[src/rtl/hpu_pkg.sv]
// Shared constants and the beat record used by the result packer and its FIFO.
package hpu_pkg;

  localparam int AXIS_DATA_W = 64;
  localparam int RES_W       = 32;
  localparam int STRB_W      = AXIS_DATA_W / 8;

  localparam logic [STRB_W-1:0] STRB_FULL = 8'hff;
  localparam logic [STRB_W-1:0] STRB_LO   = 8'h0f;

  // One FIFO entry: 64 data bits, 8 strobe bits, last flag (73 bits total).
  typedef struct packed {
    logic [AXIS_DATA_W-1:0] data;
    logic [STRB_W-1:0]      strb;
    logic                   last;
  } beat_t;

  localparam int BEAT_W = $bits(beat_t);

endpackage

[src/rtl/beat_fifo.sv]
// Synchronous FIFO with registered count, simultaneous push/pop and a synchronous clear.
// The read port shows the head entry and reads as zero while the FIFO is empty.
module beat_fifo #(
  parameter int DEPTH = 8,
  parameter int WIDTH = 73
) (
  input  logic             clk,
  input  logic             rst_n,
  input  logic             clear,
  input  logic             push,
  input  logic             pop,
  input  logic [WIDTH-1:0] wr_data,
  output logic [WIDTH-1:0] rd_data,
  output logic             full,
  output logic             empty
);

  localparam int AW = $clog2(DEPTH);

  logic [WIDTH-1:0] r_mem [DEPTH];
  logic [AW-1:0]    r_wr_ptr;
  logic [AW-1:0]    r_rd_ptr;
  logic [AW:0]      r_count;
  logic             w_push;
  logic             w_pop;

  assign full    = (r_count == (AW+1)'(DEPTH));
  assign empty   = (r_count == '0);
  assign w_push  = push & ~full;
  assign w_pop   = pop & ~empty;
  assign rd_data = empty ? '0 : r_mem[r_rd_ptr];

  always_ff @(posedge clk or negedge rst_n) begin
    if (!rst_n) begin
      r_wr_ptr <= '0;
      r_rd_ptr <= '0;
      r_count  <= '0;
    end else if (clear) begin
      r_wr_ptr <= '0;
      r_rd_ptr <= '0;
      r_count  <= '0;
    end else begin
      if (w_push) r_wr_ptr <= r_wr_ptr + 1'b1;
      if (w_pop)  r_rd_ptr <= r_rd_ptr + 1'b1;
      case ({w_push, w_pop})
        2'b10:   r_count <= r_count + 1'b1;
        2'b01:   r_count <= r_count - 1'b1;
        default: r_count <= r_count;
      endcase
    end
  end

  // Storage carries no reset; entries are only visible once counted in.
  always_ff @(posedge clk) begin
    if (w_push && !clear) r_mem[r_wr_ptr] <= wr_data;
  end

endmodule

[src/rtl/result_packer.sv]
// Pairs 32-bit result words into 64-bit AXI-Stream beats, marks packet ends with TLAST
// and buffers beats so that sink backpressure stalls the producer.
module result_packer
  import hpu_pkg::*;
#(
  parameter int FIFO_DEPTH = 8,
  parameter int CNT_W      = 16
) (
  input  logic                   AXIS_ACLK,
  input  logic                   AXIS_ARESETN,
  input  logic                   run,
  input  logic [CNT_W-1:0]       pkt_words,
  input  logic                   res_valid,
  input  logic [RES_W-1:0]       res_data,
  output logic                   res_ready,
  output logic                   M_AXIS_TVALID,
  output logic [AXIS_DATA_W-1:0] M_AXIS_TDATA,
  output logic [STRB_W-1:0]      M_AXIS_TSTRB,
  output logic                   M_AXIS_TLAST,
  input  logic                   M_AXIS_TREADY,
  output logic                   busy
);

  logic [CNT_W-1:0] r_wcnt;
  logic [RES_W-1:0] r_lo;
  logic             r_half;
  logic             r_active;

  logic [CNT_W-1:0] w_last_idx;
  logic             w_is_last;
  logic             w_odd;
  logic             w_accept;
  logic             w_push;
  logic             w_full;
  logic             w_empty;
  beat_t            w_beat;
  beat_t            w_head;

  // pkt_words of zero behaves as a one-word packet.
  assign w_last_idx = (pkt_words == '0) ? '0 : pkt_words - 1'b1;
  assign w_is_last  = (r_wcnt == w_last_idx);
  assign w_odd      = r_wcnt[0];

  // r_active keeps res_ready low while reset is held and until the first edge after release.
  assign res_ready = run & r_active & ~w_full;
  assign w_accept  = res_valid & res_ready;
  assign w_push    = w_accept & (w_odd | w_is_last);

  always_comb begin
    w_beat.data = {res_data, r_lo};
    w_beat.strb = STRB_FULL;
    w_beat.last = w_is_last;
    if (!w_odd) begin
      w_beat.data = {{RES_W{1'b0}}, res_data};
      w_beat.strb = STRB_LO;
    end
  end

  always_ff @(posedge AXIS_ACLK or negedge AXIS_ARESETN) begin
    if (!AXIS_ARESETN) begin
      r_wcnt   <= '0;
      r_lo     <= '0;
      r_half   <= 1'b0;
      r_active <= 1'b0;
    end else begin
      r_active <= 1'b1;
      if (!run) begin
        r_wcnt <= '0;
        r_half <= 1'b0;
      end else if (w_accept) begin
        r_wcnt <= w_is_last ? '0 : r_wcnt + 1'b1;
        if (!w_odd && !w_is_last) begin
          r_lo   <= res_data;
          r_half <= 1'b1;
        end else begin
          r_half <= 1'b0;
        end
      end
    end
  end

  beat_fifo #(
    .DEPTH (FIFO_DEPTH),
    .WIDTH (BEAT_W)
  ) u_fifo (
    .clk     (AXIS_ACLK),
    .rst_n   (AXIS_ARESETN),
    .clear   (~run),
    .push    (w_push),
    .pop     (M_AXIS_TREADY),
    .wr_data (w_beat),
    .rd_data (w_head),
    .full    (w_full),
    .empty   (w_empty)
  );

  assign M_AXIS_TVALID = ~w_empty;
  assign M_AXIS_TDATA  = w_head.data;
  assign M_AXIS_TSTRB  = w_head.strb;
  assign M_AXIS_TLAST  = w_head.last;
  assign busy          = ~w_empty | r_half;

endmodule

[config.mk]
export PLATFORM = sky130hd
export DESIGN_NAME = result_packer
export DESIGN_NICKNAME = d
export VERILOG_FILES = /design/src/rtl/hpu_pkg.sv /design/src/rtl/beat_fifo.sv /design/src/rtl/result_packer.sv
export SDC_FILE = /design/constraint.sdc
export NUM_CORES = 1
export LEC_CHECK = 0
export ABC_CLOCK_PERIOD_IN_PS = 9400
export BUFFER_PORTS_ARGS = -buffer_cell sky130_fd_sc_hd__buf_2
export CAP_MARGIN = 20
export CORE_UTILIZATION = 30
export CTS_BUF_LIST = sky130_fd_sc_hd__clkbuf_8
export DETAILED_ROUTE_END_ITERATION = 12
export SLEW_MARGIN = 40
export SYNTH_ARGS = -nofsm -noshare
export SYNTH_HDL_FRONTEND = slang
export SYNTH_SLANG_ARGS = --single-unit
export TNS_END_PERCENT = 50
[constraint.sdc]
create_clock -name AXIS_ACLK -period 9.4 [get_ports AXIS_ACLK]
set_input_delay 1.41 -clock AXIS_ACLK [delete_from_list [all_inputs] [get_ports AXIS_ACLK]]
set_output_delay 1.41 -clock AXIS_ACLK [all_outputs]
set_load 0.01 [all_outputs]
==> summary.md, run 1 <==
| Metric | Value |
|---|---|
| HP Class | register to register |
| Worst-path clk slew | 0.06 ns |
| Via-to-Cell Ratio | 4.827 |
| Vias in the first global route | 13,180 |
| Most common flop cell mapped by yosys | edfxtp_1 |
| CTS tree | built |
| Synthesis-stage register bit count | 587 |
| WS Path Type | input port to register |
| Setup TNS | 0 ns |
| Die height | 287.2 microns |
| H-tree levels | 3 |
| Synth unique cells | 74 |
| Number of synthesized flops with an enable pin | 528 |
| Critical Path Start Type | input port |
| Root buf cell | clkbuf_8 |
| Core Area | 80,550 sq um |
| Drc violations | 0 |
| Die ar. | 82,490 sq um |
| Fin nets | 1,517 |
| CTS Hold Bufs | 0 |
| Async set or reset register ratio after synthesis | 10.05% |
| Compound-gate portion of the synthesized area | 2.287% |
| Layout cells sized above 1 | 33.05% |
| Die W | 287.2 microns |
| Setup bufs post-CTS | 0 |
| Vias | 12,510 |
| Clk buf depth | 3 |
| YS warnings | 0 |
| Starting Density | 30.30% |
| End of the worst hold path | r_lo[14] |
| Clk sinks | 587 |
| CTS Buf Count | 95 |
| TritonRoute pass-1 iters | 5 |
| Setup slack, reg-to-reg | 4.78 ns |
| PD cells | 226.6 nW/um^2 |
| Hold Crit Depth | 1 |
| GRT Resource Usage Total | 13.37% |
| Gr ovfl total | 0 |
| Placer Congestion | 0.8130 |
| Skew-Pair Late Insertion Delay | 0.70 ns |
| Worst-path maximum fanout | 40 |
| Initial antenna violation count | 2 |
| Fin crit period | 5.841 ns |
| Synth Area in Simple Gates | 5.276% |
| Most common cell after layout, fill and taps aside | edfxtp_1 |
| Leakage | 9.482 nW |
| Fin crit share | 62.13% |
| R2r startpoint | r_wcnt[0] |
| First-pass GRT wire length | 82,700 microns |
| Util after Layout | 35.08% |
| Drt initial violations | 784 |
| Most frequent cells in the layout | edfxtp_1 (528), mux4_2 (132), buf_2 (127), clkbuf_8 (102) |
| Max-cap violations | 0 |
| Relative slew slack | 46.69% |
| Main combinational cell family by area after synthesis | multiplexers |
| Final Hold Vio Count | 0 |
| Layout area overhead | 15.80% |
| Slew @ Worst Pin | 0.7996 ns |
| IO buf count | 128 |
| Final ANT Viol Nets | 0 |
| Mapped Area | 24,400 sq um |
| Post-synthesis cell count | 1,282 |
| CP endpoint kind | register |
| Mean Syn Cell Area | 19.04 sq um |
| Multiplexer area fraction after synthesis | 18.70% |
| Final Power | 0.006404 W |
| Post-DP HPWL | 32,720 microns |
| Hold Path Origin | r_lo[14] |
| Reg2reg end | u_fifo.r_mem[5][22] |
| Synth Area in Adders | 0.3538% |
| Sequential share of the synthesized area | 71.02% |
| Std cell rows | 104 |
| Layout Skew | 0.05223 ns |
| Number of diodes | 0 |
| # resized after CTS | 0 |
| Syn_nets | 1,341 |
| Status | finished, final reports clean |
| CP arrival | 6.15 ns |
| Worst vdd rail ir drop | 137.7 uV |
| CP required | 9.71 ns |
| Final Setup Violations | 0 |
| Drt wl/cell | 21.24 microns |
| Worst r2r path cells | 11 |
| Largest net degree at the start of global routing | 96 |
| Maximum clock rate | 171.2 MHz |
| Unrepaired setup endpoints after global routing | false |
| Total Wirelength | 55,030 microns |
| Final Max Tran Viols | 0 |
| Xor and xnor area share after synthesis | 0.6665% |
| IO Pins | 129 |
synthesized netlist by cell type, drive strengths merged, types with 3 or more instances:
master,n,area [sq um]
or2,4,25.02
dfrtp,59,1476
o31ai,3,22.52
nor3,11,55.05
mux2,64,829.6
and3,13,81.33
mux2i,76,760.7
a21o,12,90.09
nand4,4,25.02
clkbuf,45,168.9
inv,13,48.80
nand3,6,30.03
nor4,10,75.07
o21a,4,30.03
o22ai,4,25.02
xnor2,10,87.58
or4,8,75.07
or3,3,18.77
xor2,6,52.55
ha,6,75.07
nor3b,15,122.6
a21boi,3,22.52
buf,33,192.7
mux4,132,2973
nand2b,5,31.28
edfxtp,528,15860
nor2,77,289.0
a211oi,4,35.03
o21ai,19,95.09
nand2,29,111.4
a21oi,6,45.05
and2,34,212.7
report_power, final:
| group | leakage, nW | internal (W) | switching [W] |
|---|---|---|---|
| registers | 5.54 | 0.00294 | 0.0000831 |
| logic | 2.89 | 0.000596 | 0.000696 |
| clock network | 1.05 | 0.00109 | 0.000993 |
| total | 9.48 | 0.00463 | 0.00177 |
cell type report:
class,count,area (sq um)
multi-input combinational,604,6745
tap,1060,1326
timing repair buffer,157,964.7
sequential,587,17350
inverter,13,48.80
clock buffer,102,1404
clock inverter,68,422.9
fill,7529,52290
per-layer routing:
metal,track usage [%],part of all wire (%),wire length [microns],vias up
li1,-,-,-,5527
met1,18.07,45,24680,6587
met2,21.99,49,26880,315
met3,2.492,4.8,2629,77
met4,3.644,1.5,844,0
met5,0,0,0,-
worst max-delay path, stage by stage:
cell       delay (ns)
buf_2            0.13
inv_1            0.08
ha_1             0.20
or3b_2           0.60
or4_1            0.61
nor3_1           0.21
a41oi_1          0.09
a2111oi_1        0.48
nand4b_1         0.30
a21oi_4          0.49
nand2_2          0.23
nor3b_4          0.22
buf_4            0.43
buf_4            0.63
registers in the layout, indices dropped and copies added (netlist names):
register and flops:
u_fifo.r_mem 528, r_lo 32, r_wcnt 16, u_fifo.r_count 4
u_fifo.r_rd_ptr 3, u_fifo.r_wr_ptr 3, r_active 1
stage by stage:
step | cells | setup WS, ns | cell area [sq um] | hold slack, ns
floorplan | 1282 | 0.01735 | 24410 | 0.4585
detailed placement | 2419 | 2.933 | 26380 | 0.4790
CTS | 2589 | 3.653 | 28200 | 0.4915
finish | 2591 | 3.559 | 28260 | 0.4946
global route | 2591 | 3.334 | 28260 | 0.5100
global placement | 2415 | 2.847 | 26280 | 0.4695
cells by family (layout without fill, tap and decap cells):
group / Yosys count / in the layout
flops: 587 / 587
mux: 272 / 272
simple gates: 232 / 232
buf+inv: 91 / 340
compound gates: 75 / 75
xor+xnor: 17 / 17
fa+ha+maj: 7 / 7
other cells: 1 / 1
worst max-delay path by stage:
stage / from / end / slack, ns / cells after the start
floorplan: pkt_words[4] / u_fifo.r_mem[6][0] / 0.02 / 9
global placement: pkt_words[0] / u_fifo.r_mem[7][46] / 2.85 / 13
detailed placement: pkt_words[0] / u_fifo.r_mem[5][47] / 2.93 / 14
CTS: pkt_words[0] / u_fifo.r_mem[1][62] / 3.65 / 14
global route: pkt_words[0] / u_fifo.r_mem[5][16] / 3.33 / 14
finish: pkt_words[0] / u_fifo.r_mem[5][22] / 3.56 / 14
No activity file was read; power rests on OpenSTA's default activity.
==> run 2: changes to the inputs <==
ABC_CLOCK_PERIOD_IN_PS = 5350   (was 9400)
clock period = 5.35 ns   (was 9.4 ns; I/O delays follow)
==> run 2 against run 1 <==
Effect of this change: first-iteration DRC count down 6.0%; cell count up 0.58%; register-to-register slack worse by 3.1 ns; critical path type unchanged; global-route usage up 0.087 points; core utilization up 0.33 points.
==> summary.md, run 2 (synthesis gave the netlist of run 1 again) <==
| Metric | Value |
|---|---|
| Final Setup Violations | 0 (unchanged) |
| Area of the multi-input gates | 6758 sq um (+0.19%) |
| Leakage | 9.567 nW (+0.90%) |
| PD cells | 397.9 nW/um^2 (+76%) |
| Critical Path Start Type | input port |
| Top reg by flops | u_fifo.r_mem |
| Worst r2r path cells | 14 (+3) |
| IO Pins | 129 (unchanged) |
| Number of diodes | 0 (unchanged) |
| Drc violations | 0 (unchanged) |
| Initial antenna violation count | 2 (unchanged) |
| CP endpoint kind | register |
| Gr ovfl total | 0 (unchanged) |
| Starting Density | 30.30% (unchanged) |
| Clk sinks | 587 (unchanged) |
| Die ar. | 82,490 sq um (unchanged) |
| Root buf cell | clkbuf_8 |
| Std cell rows | 104 (unchanged) |
| WS Path Type | input port to register |
| IO buf count | 128 (unchanged) |
| Final Max Tran Viols | 0 (unchanged) |
| Slew @ Worst Pin | 0.8850 ns (+0.08543 ns) |
| Top flop regs | u_fifo.r_mem (528), r_lo (32), r_wcnt (16) |
| Die height | 287.2 microns (unchanged) |
| Largest net degree at the start of global routing | 73 (-24%) |
| Most common cell after layout, fill and taps aside | edfxtp_1 |
| Worst-path clk slew | 0.06 ns (about the same) |
| Setup bufs post-CTS | 0 (unchanged) |
| Final Power | 0.01135 W (+77%) |
| CP required | 5.89 ns (-3.82 ns) |
| Clk buf depth | 3 (unchanged) |
| HP Class | input port to register |
| Final ANT Viol Nets | 0 (unchanged) |
| Post-DP HPWL | 32,910 microns (+0.57%) |
| Hold Crit Depth | 2 (+1) |
| Layout cells sized above 1 | 33.83% (+0.78 points) |
| Status | finished, final reports clean |
| Post-Place Cells | 2,428 (+0.37%) |
| Max-cap violations | 0 (unchanged) |
| Hold_ws | 0.3664 ns (-0.1282 ns) |
| TritonRoute pass-1 iters | 4 (-1) |
| Design area | 28,520 sq um (+0.94%) |
| Skew-Pair Late Insertion Delay | 0.70 ns (about the same) |
| Fin crit share | 82.61% |
| Relative slew slack | 40.45% (-6.2 points) |
| CP arrival | 4.96 ns (-1.19 ns) |
| End of the worst hold path | r_lo[15] |
| H-tree levels | 3 (unchanged) |
| Core Area | 80,550 sq um (unchanged) |
| Number of flip-flops in the largest register | 528 (unchanged) |
| Worst slack at placement | 0.3112 ns (-2.621 ns) |
| GRT Resource Usage Total | 13.45% (+0.087 points) |
| Die W | 287.2 microns (unchanged) |
| Drt wl/cell | 21.16 microns (-0.38%) |
| Post-Place Cell Area | 26,620 sq um (+0.93%) |
| # resized after CTS | 0 (unchanged) |
| Total Wirelength | 55,140 microns (+0.20%) |
| Sequential cell area | 17,340 sq um (about the same) |
| Layout Skew | 0.04167 ns (-0.01056 ns) |
| Vias in the first global route | 13,450 (+2.0%) |
| Reg2reg end | u_fifo.r_count[2] |
| Unrepaired setup endpoints after global routing | false |
| Drt initial violations | 737 (-6.0%) |
| Fin nets | 1,524 (+0.46%) |
| Fin crit period | 4.420 ns |
| FILL cells | 7,379 (-2.0%) |
| Layout area overhead | 16.88% |
| R2r startpoint | r_wcnt[6] |
| Vias | 12,490 (-0.12%) |
| Final Hold Vio Count | 0 (unchanged) |
| Placer Congestion | 0.8231 (+1.2%) |
| CTS Buf Count | 94 (-1.1%) |
| First-pass GRT wire length | 83,410 microns (+0.87%) |
| Most frequent cells in the layout | edfxtp_1 (528), mux4_2 (132), buf_2 (127), clkbuf_8 (109) |
| Hold Path Origin | res_data[15] |
| Worst-path maximum fanout | 7 (-83%) |
| Via-to-Cell Ratio | 4.793 (-0.69%) |
| Maximum clock rate | 226.3 MHz |
| Setup slack, reg-to-reg | 1.73 ns (-3.05 ns) |
| Worst vdd rail ir drop | 385.3 uV (+180%) |
| Non-filler cells, final | 2,606 (+0.58%) |
| CTS tree | built |
| Worst setup slack after layout | 0.9302 ns (-2.629 ns) |
[run 2: cell types whose count changed in the layout (fill, tap and decap cells not counted), moves of 2 or more]
cell	delta
inv_1	-4
buf_6	-2
inv_8	+2
buf_12	+14
buf_8	-2
buf_4	-2
clkinv_2	+2
clkbuf_8	+7
clkinv_1	+3
[run 2: power by group]
group | leakage [nW] | switching (W) | internal, W
clock | 1.08 | 0.00177 | 0.00198
sequential | 5.54 | 0.000137 | 0.00517
combinational | 2.95 | 0.00126 | 0.00104
total | 9.57 | 0.00317 | 0.00818
[run 2: worst max path at each step]
stage,start,to,slack [ns],depth (start not counted)
global route,pkt_words[0],u_fifo.r_count[2],0.77,17
finish,pkt_words[0],u_fifo.r_count[2],0.93,17
global placement,pkt_words[0],u_fifo.r_count[2],0.33,17
detailed placement,pkt_words[0],u_fifo.r_count[2],0.31,17
CTS,pkt_words[0],u_fifo.r_count[2],1.06,17
floorplan,pkt_words[7],u_fifo.r_mem[4][0],-0.59,9
[run 2: timing repair]
action / CTS / global route
setup endpoints to repair: 0 / 0
hold buffers: 1 / 0
hold endpoints to repair: 3 / 0
[run 2: area by class of cell]
class                   instances  share of cell area, %
clock buffers                 109                  5.259
clock inverters                68                  1.355
inverters                      13                 0.1711
multi-input cells             604                  23.69
flip-flops and latches        587                  60.81
well taps                    1060                  4.650
repair buffers                165                  4.066
[run 2: routing by layer]
metal  vias to the layer above  wire length [microns]  global-route usage [%]
met5                         -                     25                       0
met4                         4                   1078                   4.495
met3                        82                   2756                   2.746
met2                       295                  27410                   22.38
met1                      6569                  23880                   17.50
li1                       5541                      -                       -
[run 2: metrics by stage]
stage	TNS [ns]	utilization [%]
after floorplan	-157.64	-
after global placement	0	33.03
after detailed placement	0	33.05
after CTS	0	35.41
after global routing	0	35.41
final	0	35.41
[run 2: critical path: stages]
cell and delay [ns]:
buf_2 0.13, inv_1 0.08, ha_1 0.20, or3b_2 0.46, or4_1 0.58, a21boi_1 0.19
xor2_1 0.18, a2111oi_1 0.38, nand4b_1 0.30, a21oi_4 0.31, nor2_1 0.11, xor2_1 0.16
ha_1 0.25, or4_1 0.48, nor3_1 0.15, a211o_1 0.14, a221oi_2 0.04
==> run 3: changes to the inputs <==
ABC_CLOCK_PERIOD_IN_PS = 4100   (was 5350)
clock period = 4.1 ns   (was 5.35 ns; I/O delays follow)
==> run 3 against run 2 <==
Effect of this change: die area unchanged; clock skew down 0.0048 ns; wire length up 3.2%; critical endpoint unchanged; core utilization up 0.95 points; critical path depth unchanged; design area up 2.7%; cell count up 2.9%; flip-flop and latch count unchanged; global-route usage up 0.33 points; largest power group unchanged; worst hold slack worse by 0.18 ns; setup slack worse by 0.72 ns.
==> summary.md, run 3 (synthesis gave the netlist of run 1 again) <==
| Metric | Value |
|---|---|
| Status | finished, final reports clean |
| Util after Layout | 36.37% (+0.95 points) |
| CTS Buf Count | 94 (unchanged) |
| HP Class | input port to register |
| IO buf count | 128 (unchanged) |
| Sequential power share | 46.4% (-0.3 points) |
| Total Wirelength | 56,940 microns (+3.2%) |
| Worst vdd rail ir drop | 273.2 uV (-29%) |
| Drc violations | 0 (unchanged) |
| CP endpoint kind | register |
| Vias | 12,880 (+3.1%) |
| Maximum clock rate | 257.2 MHz |
| H-tree levels | 3 (unchanged) |
| Slew @ Worst Pin | 0.7960 ns (-0.08905 ns) |
| Final Max Tran Viols | 0 (unchanged) |
| Most frequent cells in the layout | edfxtp_1 (528), mux4_2 (132), buf_2 (127), clkbuf_8 (107) |
| Die ar. | 82,490 sq um (unchanged) |
| Most common cell after layout, fill and taps aside | edfxtp_1 |
| Relative slew slack | 46.93% (+6.5 points) |
| Top flop regs | u_fifo.r_mem (528), r_lo (32), r_wcnt (16) |
| Switching Share | 27.86% (-0.060 points) |
| Hold Path Origin | res_data[31] |
| Final Setup Violations | 0 (unchanged) |
| Number of flip-flops in the largest register | 528 (unchanged) |
| Placer Congestion | 0.8646 (+5.0%) |
| Layout Skew | 0.03689 ns (-0.004783 ns) |
| Clk sinks | 587 (unchanged) |
| Starting Density | 30.30% (unchanged) |
| # resized after CTS | 0 (unchanged) |
| IO Pins | 129 (unchanged) |
| Drt wl/cell | 21.23 microns (+0.32%) |
| First-pass GRT wire length | 84,990 microns (+1.9%) |
| Worst setup slack after layout | 0.2123 ns (-0.7180 ns) |
| Final Hold Vio Count | 0 (unchanged) |
| Gr ovfl total | 0 (unchanged) |
| Fin nets | 1,600 (+5.0%) |
| Comb power frac | 20.9% (+0.7 points) |
| Critical Path Start Type | input port |
| Die W | 287.2 microns (unchanged) |
| Unrepaired setup endpoints after global routing | false |
| Internal power | 0.01075 W (+31%) |
| Drt initial violations | 923 (+25%) |
| CTS tree | built |
| Layout area overhead | 20.03% |
| Worst r2r path cells | 14 (unchanged) |
| Leakage | 10.01 nW (+4.7%) |
| Fin crit period | 3.888 ns |
| WS Path Type | input port to register |
| Die height | 287.2 microns (unchanged) |
| Fin crit share | 94.82% |
| Largest net degree at the start of global routing | 76 (+4.1%) |
| Layout cells sized above 1 | 36.85% (+3.0 points) |
| Worst slack at placement | -0.4889 ns (-0.8001 ns) |
| R2r startpoint | r_wcnt[6] |
| CP arrival | 4.43 ns (-0.53 ns) |
| Via-to-Cell Ratio | 4.803 (+0.20%) |
| Vias in the first global route | 13,760 (+2.3%) |
| Worst-path clk slew | 0.06 ns (about the same) |
| Root buf cell | clkbuf_8 |
| TritonRoute pass-1 iters | 5 (+1) |
| Post-DP HPWL | 35,340 microns (+7.4%) |
| GRT Resource Usage Total | 13.78% (+0.33 points) |
| PD cells | 508.6 nW/um^2 (+28%) |
| Hold Crit Depth | 2 (unchanged) |
| Top reg by flops | u_fifo.r_mem |
| Setup slack, reg-to-reg | 0.71 ns (-1.02 ns) |
| End of the worst hold path | r_lo[31] |
| Core Area | 80,550 sq um (unchanged) |
| Clk buf depth | 3 (unchanged) |
| Clock power share | 32.7% (-0.3 points) |
| Worst-path maximum fanout | 3 (-4) |
| Final ANT Viol Nets | 0 (unchanged) |
| Skew-Pair Late Insertion Delay | 0.68 ns (-0.02 ns) |
| Sw power | 0.004151 W (+31%) |
| Max-cap violations | 0 (unchanged) |
| Std cell rows | 104 (unchanged) |
| CP required | 4.64 ns (-1.25 ns) |
| Reg2reg end | u_fifo.r_count[2] |
| Initial antenna violation count | 4 (+2) |
==> run 3: metal layers <==
layer / GRT usage [%] / wire [microns] / vias to the layer above
met5: 0 / 8 / -
met4: 4.402 / 1096 / 2
met3: 2.341 / 2832 / 79
met2: 23.03 / 28300 / 337
met1: 18.22 / 24700 / 6766
li1: - / - / 5697
==> run 3: area by class of cell <==
class,instances,area [sq um]
diodes,2,5.005
multi-input cells,604,6748
fillers,7429,51260
well taps,1060,1326
inverters,13,48.80
repair buffers,241,1956
clock inverters,68,391.6
flip-flops and latches,587,17340
clock buffers,107,1473
==> run 3: how the worst max path moves through the flow <==
stage / start / to / slack (ns) / cells after the start
3_3_place_gp: pkt_words[7] / u_fifo.r_count[2] / -0.42 / 15
6_report: pkt_words[0] / u_fifo.r_count[2] / 0.21 / 17
4_1_cts: pkt_words[0] / u_fifo.r_count[2] / 0.27 / 18
5_1_grt: pkt_words[0] / u_fifo.r_count[2] / 0.02 / 18
2_1_floorplan: pkt_words[7] / u_fifo.r_mem[4][0] / -1.66 / 9
3_5_place_dp: pkt_words[0] / u_fifo.r_count[2] / -0.49 / 18
==> run 3: what timing repair did <==
action                                 4_1_cts  5_1_grt
setup endpoints to repair                    0        0
endpoints found under the hold margin       47        0
hold buffers                                 1        0
setup buffers                                0        0
==> run 3: worst max-delay path, stage by stage <==
cell and delay, ns:
buf_2 0.11, inv_1 0.08, ha_1 0.17, or3b_2 0.46, or4_1 0.55, a21boi_1 0.18, xor2_1 0.18, a2111oi_1 0.35
nand4b_1 0.27, a21oi_4 0.19, nor2_1 0.08, xor2_1 0.16, ha_1 0.20, or4_1 0.47, nor3_1 0.17, a211o_1 0.15
a221oi_2 0.04
==> run 3: through the flow <==
step                      total power [W]  hold slack, ns  TNS, ns  cell area, sq um  instances
after global placement            0.01017          0.4695   -96.92             27400       2504
after floorplan                  0.009036          0.3194  -667.72             24480       1282
final                             0.01490          0.1827        0             29290       2682
after detailed placement          0.01022          0.4790  -126.03             27410       2504
after global routing              0.01556          0.1505        0             29290       2681
after CTS                         0.01512          0.1190        0             29290       2680
==> run 3: power groups by stage <==
| stage | Combinational [W] | Clock (W) | Sequential (W) |
|---|---|---|---|
| floorplan | 0.00211 | 0 | 0.00692 |
| global placement | 0.00315 | 0 | 0.00702 |
| detailed placement | 0.00319 | 0 | 0.00703 |
| CTS | 0.00320 | 0.00501 | 0.00691 |
| global route | 0.00338 | 0.00524 | 0.00694 |
| finish | 0.00312 | 0.00487 | 0.00691 |
